<file path="config.mk">
export PLATFORM = sky130hd
export DESIGN_NAME = uart_rx_flat
export DESIGN_NICKNAME = d
export VERILOG_FILES = /design/src/rtl/uart_rx_if.sv /design/src/rtl/uart_rx.sv /design/src/flat_wrapper.sv
export SDC_FILE = /design/constraint.sdc
export NUM_CORES = 1
export LEC_CHECK = 0
export CAP_MARGIN = 20
export CORE_MARGIN = 2
export CORE_UTILIZATION = 35
export CTS_CLUSTER_DIAMETER = 80
export CTS_CLUSTER_SIZE = 25
export DETAILED_ROUTE_END_ITERATION = 7
export HOLD_SLACK_MARGIN = 0.15
export PLACE_DENSITY = 0.51
export SETUP_SLACK_MARGIN = 0.2
export SYNTH_ARGS = -nofsm -noshare
export SYNTH_HDL_FRONTEND = slang
export SYNTH_SLANG_ARGS = --single-unit
</file>
<file path="constraint.sdc">
create_clock -name clk -period 4.6 [get_ports clk]
set_input_delay 0.92 -clock clk [delete_from_list [all_inputs] [get_ports clk]]
set_output_delay 0.92 -clock clk [all_outputs]
set_load 0.01 [all_outputs]
</file>
<file path="src/rtl/uart_rx_if.sv">
// ---------------------------------------------------------------------------
// uart_rx_if : signal bundle between a serial line source and the UART
// receiver.
//   rx          serial line, idle high (driven by the source / master)
//   data_out    last correctly received word, bit 0 = first bit on the line
//   data_valid  one-cycle pulse when data_out is updated
//   frame_err   one-cycle pulse when the stop bit samples low
//   busy        receiver is inside a frame (state != IDLE)
// The master modport is the line driver / consumer; the slave modport is
// the receiver.
// ---------------------------------------------------------------------------
interface uart_rx_if #(
   parameter int DATA_BITS = 8
);
   logic                 rx;
   logic [DATA_BITS-1:0] data_out;
   logic                 data_valid;
   logic                 frame_err;
   logic                 busy;

   modport master (
      output rx,
      input  data_out,
      input  data_valid,
      input  frame_err,
      input  busy
   );

   modport slave (
      input  rx,
      output data_out,
      output data_valid,
      output frame_err,
      output busy
   );
endinterface

</file>
<file path="src/rtl/uart_rx.sv">
// ---------------------------------------------------------------------------
// uart_rx : 8N1-style UART receiver (1 start, DATA_BITS data LSB first,
// no parity, 1 stop bit).
//   clk    system clock, rising edge
//   rst_n  asynchronous active-low reset
//   bus    uart_rx_if slave: rx in; data_out, data_valid, frame_err, busy out
// The line is double-flopped, the start bit is confirmed at mid-bit, and
// every following bit is sampled one full bit period after the previous
// sample, i.e. near its centre.
// ---------------------------------------------------------------------------
module uart_rx #(
   parameter int CLKS_PER_BIT = 434,
   parameter int DATA_BITS    = 8
) (
   input  logic     clk,
   input  logic     rst_n,
   uart_rx_if.slave bus
);

   localparam int CNT_W = $clog2(CLKS_PER_BIT);
   localparam int IDX_W = $clog2(DATA_BITS);

   localparam logic [CNT_W-1:0] HALF     = CNT_W'(CLKS_PER_BIT / 2 - 1);
   localparam logic [CNT_W-1:0] LAST     = CNT_W'(CLKS_PER_BIT - 1);
   localparam logic [CNT_W-1:0] CNT_ONE  = CNT_W'(1);
   localparam logic [IDX_W-1:0] IDX_LAST = IDX_W'(DATA_BITS - 1);
   localparam logic [IDX_W-1:0] IDX_ONE  = IDX_W'(1);

   typedef enum logic [2:0] {
      IDLE,
      START,
      DATA,
      STOP,
      WAIT_IDLE
   } state_t;

   state_t               state;
   logic [CNT_W-1:0]     clk_cnt;
   logic [IDX_W-1:0]     bit_idx;
   logic [DATA_BITS-1:0] shreg;
   logic [DATA_BITS-1:0] data_out_r;
   logic                 data_valid_r;
   logic                 frame_err_r;
   logic                 busy_r;

   logic                 rx_p0;
   logic                 rx_s;

   // ---- stage p0/p1: two-flop synchronizer, resets to idle-high ----
   always_ff @(posedge clk or negedge rst_n) begin
      if (!rst_n) begin
         rx_p0 <= 1'b1;
         rx_s  <= 1'b1;
      end else begin
         rx_p0 <= bus.rx;
         rx_s  <= rx_p0;
      end
   end

   // ---- frame FSM: operates on the synchronized line only ----
   always_ff @(posedge clk or negedge rst_n) begin
      if (!rst_n) begin
         state        <= IDLE;
         clk_cnt      <= '0;
         bit_idx      <= '0;
         shreg        <= '0;
         data_out_r   <= '0;
         data_valid_r <= 1'b0;
         frame_err_r  <= 1'b0;
         busy_r       <= 1'b0;
      end else begin
         data_valid_r <= 1'b0;
         frame_err_r  <= 1'b0;
         case (state)
            IDLE: begin
               if (!rx_s) begin
                  clk_cnt <= '0;
                  busy_r  <= 1'b1;
                  state   <= START;
               end
            end
            START: begin
               if (clk_cnt == HALF) begin
                  if (!rx_s) begin
                     clk_cnt <= '0;
                     bit_idx <= '0;
                     state   <= DATA;
                  end else begin
                     // Line went back high before mid-bit: treat as a glitch.
                     busy_r <= 1'b0;
                     state  <= IDLE;
                  end
               end else begin
                  clk_cnt <= clk_cnt + CNT_ONE;
               end
            end
            DATA: begin
               if (clk_cnt == LAST) begin
                  clk_cnt <= '0;
                  shreg   <= {rx_s, shreg[DATA_BITS-1:1]};
                  bit_idx <= bit_idx + IDX_ONE;
                  if (bit_idx == IDX_LAST) begin
                     state <= STOP;
                  end
               end else begin
                  clk_cnt <= clk_cnt + CNT_ONE;
               end
            end
            STOP: begin
               if (clk_cnt == LAST) begin
                  clk_cnt <= '0;
                  if (rx_s) begin
                     // Leave at the stop-bit centre so a start edge right
                     // after a single stop bit is still caught.
                     data_out_r   <= shreg;
                     data_valid_r <= 1'b1;
                     busy_r       <= 1'b0;
                     state        <= IDLE;
                  end else begin
                     frame_err_r <= 1'b1;
                     state       <= WAIT_IDLE;
                  end
               end else begin
                  clk_cnt <= clk_cnt + CNT_ONE;
               end
            end
            WAIT_IDLE: begin
               // A line held low (break) must not look like a new start.
               if (rx_s) begin
                  busy_r <= 1'b0;
                  state  <= IDLE;
               end
            end
            default: begin
               busy_r <= 1'b0;
               state  <= IDLE;
            end
         endcase
      end
   end

   assign bus.data_out   = data_out_r;
   assign bus.data_valid = data_valid_r;
   assign bus.frame_err  = frame_err_r;
   assign bus.busy       = busy_r;

endmodule

</file>
<file path="src/flat_wrapper.sv">
// flat-port wrapper written by rule: the top's interface ports become plain ports
module uart_rx_flat 
#(
   parameter int CLKS_PER_BIT = 434,
   parameter int DATA_BITS    = 8
)
  (clk, rst_n, bus_rx, bus_data_out, bus_data_valid, bus_frame_err, bus_busy);
  uart_rx_if #(.DATA_BITS(DATA_BITS)) bus_i ();
  input  logic clk;
  input  logic rst_n;
  input wire logic [$bits(bus_i.rx)-1:0] bus_rx;
  output wire logic [$bits(bus_i.data_out)-1:0] bus_data_out;
  output wire logic [$bits(bus_i.data_valid)-1:0] bus_data_valid;
  output wire logic [$bits(bus_i.frame_err)-1:0] bus_frame_err;
  output wire logic [$bits(bus_i.busy)-1:0] bus_busy;
  assign bus_i.rx = bus_rx;
  assign bus_data_out = bus_i.data_out;
  assign bus_data_valid = bus_i.data_valid;
  assign bus_frame_err = bus_i.frame_err;
  assign bus_busy = bus_i.busy;
  uart_rx #(.CLKS_PER_BIT(CLKS_PER_BIT), .DATA_BITS(DATA_BITS)) u_core (.clk(clk), .rst_n(rst_n), .bus(bus_i));
endmodule
</file>
* Word-level counts from Yosys, hierarchy flattened
Cells that the tools add are included.
Word-level totals: bits in registers 36, bits of input ports 3
Operators by class: add/sub/neg operators 2, equality and inequality tests 14, muxes and demuxes 28, bitwise operators 1, reduce and logical (&&, ||, !) cells 9
Operator list (count):
- 3-bit two-way mux | 10
- 9-bit two-way mux | 3
- 9-bit one-hot mux with 3 select lines | 1
- 3-bit one-hot mux with 5 select lines | 1
- 1-bit two-way mux | 10
- 2-bit by 1-bit != test with 1-bit output (second input constant) | 5
- 9-bit by 1-bit adder with 9-bit output (second input constant) | 1
- 9-bit by 8-bit == test with 1-bit output (second input constant) | 1
- 9-bit == test (second input constant) | 1
- 4-bit AND reduction | 2
- 3-bit by 2-bit == test with 1-bit output (second input constant) | 2
- 3-bit == test (second input constant) | 2
- 3-bit one-hot mux with 2 select lines | 1
- 6-bit AND reduction | 1
- 1-bit one-hot mux with 5 select lines | 1
- 2-bit != test (second input constant) | 2
- 3-bit by 1-bit adder with 3-bit output (second input constant) | 1
- 3-bit by 1-bit == test with 1-bit output (second input constant) | 1
- 3-bit zero test | 1
- 3-bit AND reduction | 1
- 3-bit nonzero test | 1
- 2-bit two-way mux | 1
- 2-bit AND reduction | 1
- 2-bit nonzero test | 1
- 2 further kinds | 2

* Logic depth before layout (Yosys ltp)
word-level depth 4, depth in mapped cells 8, mapped depth without buffers 7

* Least setup slack after synthesis
No wires, ideal clock.
path type register to register, start register u_core.clk_cnt[1], end register u_core.state[0], setup time 0.125 ns, arrival 1.770 ns, required time 4.475 ns, slack 2.705 ns, cell stages (with the launch flop) 8, buffers on the path 0, clock period less this slack 1.895 ns, cell sequence dfrtp_1 -> inv_1 -> ha_1 -> nand4b_1 -> nor4_4 -> o21ai_0 -> nor2_1 -> mux2_2
Between the ends: cells in the longest elaborated chain, start to end 3
Ends and longest elaborated chain:
- from (decl) | RTL line uart_rx.sv:38 | logic [CNT_W-1:0] clk_cnt;
- from (signal assigned) | RTL line uart_rx.sv:94 | clk_cnt <= clk_cnt + CNT_ONE;
- from (signal assigned) | RTL line uart_rx.sv:106 | clk_cnt <= clk_cnt + CNT_ONE;
- from (signal assigned) | RTL line uart_rx.sv:124 | clk_cnt <= clk_cnt + CNT_ONE;
- 9-bit == test or 9-bit by 8-bit == test with 1-bit output (tied branches) | RTL line uart_rx.sv:98, uart_rx.sv:110, uart_rx.sv:83
- 2-bit by 1-bit != test with 1-bit output (no line)
- 6-bit AND reduction (no line) (*)
- to (signal assigned) | RTL line uart_rx.sv:103 | state <= STOP;
- to (signal assigned) | RTL line uart_rx.sv:118 | state <= IDLE;
- to (signal assigned) | RTL line uart_rx.sv:121 | state <= WAIT_IDLE;
- to (decl) | RTL line uart_rx.sv:37 | state_t state;
Mark *: on every way between the ends. The rest lies on a longest branch, timed or not. A chain may end at the register's enable or synchronous reset.

* Final worst setup path
start register u_core.clk_cnt[1], end register u_core.clk_cnt[3]
Between the ends: cells in the longest elaborated chain, start to end 3
Ends and longest elaborated chain:
- 9-bit by 1-bit adder with 9-bit output (tied with other cells) | RTL line uart_rx.sv:94, uart_rx.sv:106, uart_rx.sv:124
- 9-bit two-way mux (on tied branches) | RTL line uart_rx.sv:98, uart_rx.sv:110, uart_rx.sv:83
- 9-bit one-hot mux with 3 select lines (*) | RTL line uart_rx.sv:74 | case (state)
Marked as above.

==> results.json <==
{
  "rows": 25,
  "crit_path_end_kind": "register",
  "min_from": "u_core.rx_p0$_DFF_PN1_",
  "p_leak_nw": 1.010,
  "synth_top_area_share_pct": 48.99,
  "synth_mux_area_share_pct": 7.565,
  "grt_pass1_wl_mm": 6.092,
  "synth_top_family_by_area": "simple AND/OR/NAND/NOR gates",
  "worstMarginPinSlew_ns": 0.6015,
  "die_x_um": 74.44,
  "wl_per_cell_um": 12.93,
  "critical_path_class": "register to register",
  "nFillCells": 469,
  "cts_hold_buf": 0,
  "layout.nets": 198,
  "cts_root_buffer": "clkbuf_8",
  "start_util_pct": 36.53,
  "synth-compound-area-share_pct": 9.942,
  "first_iter_violations": 49,
  "fmax_mhz": 466.2,
  "setup_tns_ns": 0,
  "synth_nets": 181,
  "ir_worst_vdd_mv": 0.1264,
  "drv_slew": 0,
  "worstSetupStartpointType": "register",
  "post_cts_resized": 0,
  "clk_path_buf_depth": 2,
  "slew_headroom_pct": 59.90,
  "rsz0062_at_grt": "no",
  "core_region_area_um2": 4755,
  "wl_mm": 3.336,
  "cts_tree": "built",
  "synth_xor_area_share_pct": 1.009,
  "gp_congestion": 0.8005,
  "netlist_area_um2": 1737,
  "die_height_um": 74.44,
  "seqCellArea_um2": 903.4,
  "clock_latency_ns": 0.29,
  "synth_cell_type_count": 40,
  "port_buffers": 13,
  "die_area_um2": 5541,
  "timing.final.crit_share_pct": 46.63,
  "synth_area_leaders": "dfrtp_1, nand2_1, mux2_2",
  "track_usage_pct": 14.66,
  "drc": 0,
  "status": "finished clean",
  "vias": 1296,
  "cts_buffers": 5,
  "grt_max_degree": 37,
  "arrival_ns": 2.30,
  "setup_viol": 0,
  "first_global_vias": 1336,
  "cts.clk_slew.worst_paths_ns": 0.07,
  "cellPowerDensity_nw_per_um2": 341.9,
  "drtAntennaViolNets": 0,
  "antenna_found_initial": 0,
  "synthCells": 173,
  "startpoint": "u_core.clk_cnt[1]$_DFFE_PN0P_",
  "p_total_mw": 0.7170,
  "drive_gt1_share_pct": 13.61,
  "critPathRequiredTime_ns": 4.75,
  "hpwl_mm": 2.377,
  "worstPathMaxFanout": 15,
  "maxCapViolations": 0,
  "htreeDepth": 2,
  "area.growth.synth_to_final_pct": 20.75,
  "worstReg2RegStart": "u_core.clk_cnt[1]$_DFFE_PN0P_",
  "antenna_cells": 0,
  "overflow": 0,
  "hold_class": "register to register",
  "multi_input_area_um2": 775.7,
  "vias_per_cell": 5.023,
  "avgSynthCellArea_um2": 10.04,
  "synthAdderAreaFrac_pct": 3.602,
  "yosys.area.top_type": "dfrtp_1",
  "fin_crit_ns": 2.145,
  "firstDrtPassIters": 4,
  "yosys_warnings": 0,
  "post_cts_buffers": 0,
  "cts_sinks": 36,
  "yosys.area_share.simple_pct": 22.55,
  "hold_violations": 0,
  "io_pins": 14,
  "synth-seq-area-share_pct": 52.02,
  "finalClockSkew_ns": 0.004250,
  "ys_ff_latch": 36
}
==> cell families after synthesis <==
kind of cell | after synthesis
AO/OA/AOI/OAI | 25
XOR/XNOR | 2
adder cells (fa/ha/maj) | 5
buffers and inverters | 14
flip-flops | 36
multiplexers | 12
AND/OR/NAND/NOR | 79
==> worst paths after layout <==
kind                            slack [ns]  depth (start not counted)                                 end
worst max-delay path                  2.46                          7       u_core.clk_cnt[3]$_DFFE_PN0P_
worst min-delay path                  0.36                          0               u_core.rx_s$_DFF_PN1_
worst max register to register        2.46                          7       u_core.clk_cnt[3]$_DFFE_PN0P_
worst min register to register        0.36                          0               u_core.rx_s$_DFF_PN1_
max in group asynchronous             3.20                          2               u_core.rx_s$_DFF_PN1_
min in group asynchronous             1.04                          2  u_core.bus.data_out[0]$_DFFE_PN0P_
==> Yosys cell counts <==
library cell and n:
and3_1 2, or4_4 1, xnor2_1 1, mux2_2 9
a41oi_1 1, dfstp_2 2, dfrtp_1 34, clkbuf_1 1
buf_4 1, nand3_1 11, o21ai_0 6, nor2_1 8
a21oi_1 5, o31ai_4 1, a211o_1 1, buf_1 1
ha_1 5, mux2i_1 3, xor2_1 1, and4_1 1
inv_1 10, nand3b_1 2, nand2b_1 1, or3_1 1
nand4_1 1, a31oi_1 6, o22ai_1 1, nor3_1 2
o211ai_1 2, nand2_1 41, nand2_2 1, buf_2 1
o22ai_2 1, nand2b_4 1, nor4_1 1, or2b_1 1
o31ai_1 1, nand4b_1 1, nor4_4 1, nor2b_1 2
==> metal layers <==
metal | track usage (%) | vias to the layer above | share of wire (%)
met3 | 4.065 | 6 | 3.7
met2 | 24.68 | 30 | 49
met1 | 17.48 | 631 | 45
li1 | - | 629 | -
met5 | 0 | - | 0
met4 | 6.548 | 0 | 1.8
==> flip-flops by register name, indices dropped and copies added (netlist names) <==
name,flops
u_core.bus.frame_err,1
u_core.bus.busy,1
u_core.clk_cnt,9
u_core.shreg,8
u_core.bus.data_out,8
u_core.rx_p0,1
u_core.state,3
u_core.bus.data_valid,1
u_core.bit_idx,3
u_core.rx_s,1
==> power by group <==
group          total (mW)  switching (mW)  internal [mW]
logic             0.00956         0.00686        0.00269
clock network       0.388           0.116          0.271
registers           0.320         0.00186          0.318
==> placed cells by master (no fill, tap or decap), types with 2 or more instances in the layout <==
cell | synthesis | routed
clkbuf_8 | 0 | 5
clkdlybuf4s50_1 | 0 | 13
dfstp_2 | 2 | 2
dfrtp_1 | 34 | 34
ha_1 | 5 | 5
nor3_1 | 2 | 2
mux2i_1 | 3 | 3
nand3b_1 | 2 | 2
nor2b_1 | 2 | 2
nor2_1 | 8 | 8
a21oi_1 | 5 | 5
and3_1 | 2 | 2
inv_1 | 10 | 10
bufinv_16 | 0 | 3
a31oi_1 | 6 | 6
o211ai_1 | 2 | 2
nand3_1 | 11 | 11
o21ai_0 | 6 | 6
nand2_1 | 41 | 41
mux2_2 | 9 | 9
==> critical path, cell delays in order (launching register included) <==
cell	delay (ns)
dfrtp_1	0.46
inv_1	0.11
ha_1	0.15
nand4b_1	0.16
nor4_4	0.44
o22ai_2	0.32
a41oi_1	0.31
a31oi_1	0.06
==> area by class of cell <==
type | instances | area share [%]
flip-flops and latches | 36 | 43.08
multi-input cells | 123 | 36.99
repair buffers | 14 | 6.563
clock inverters | 3 | 4.296
well taps | 67 | 3.998
clock buffers | 5 | 3.282
inverters | 10 | 1.790
==> through the flow <==
step                      cells  hold WS [ns]  cell area [um^2]  utilization (%)  setup slack [ns]
after floorplan             173        0.3452              1737                -             2.705
after CTS                   258        0.3582              2097            44.11             2.446
after detailed placement    250        0.3472              1938            40.76             2.464
after global routing        258        0.3668              2097            44.11             2.287
after global placement      250        0.3466              1938            40.76             2.584
final                       258        0.3586              2097            44.11             2.455
Note: power is estimated with default switching activity, not from simulation.
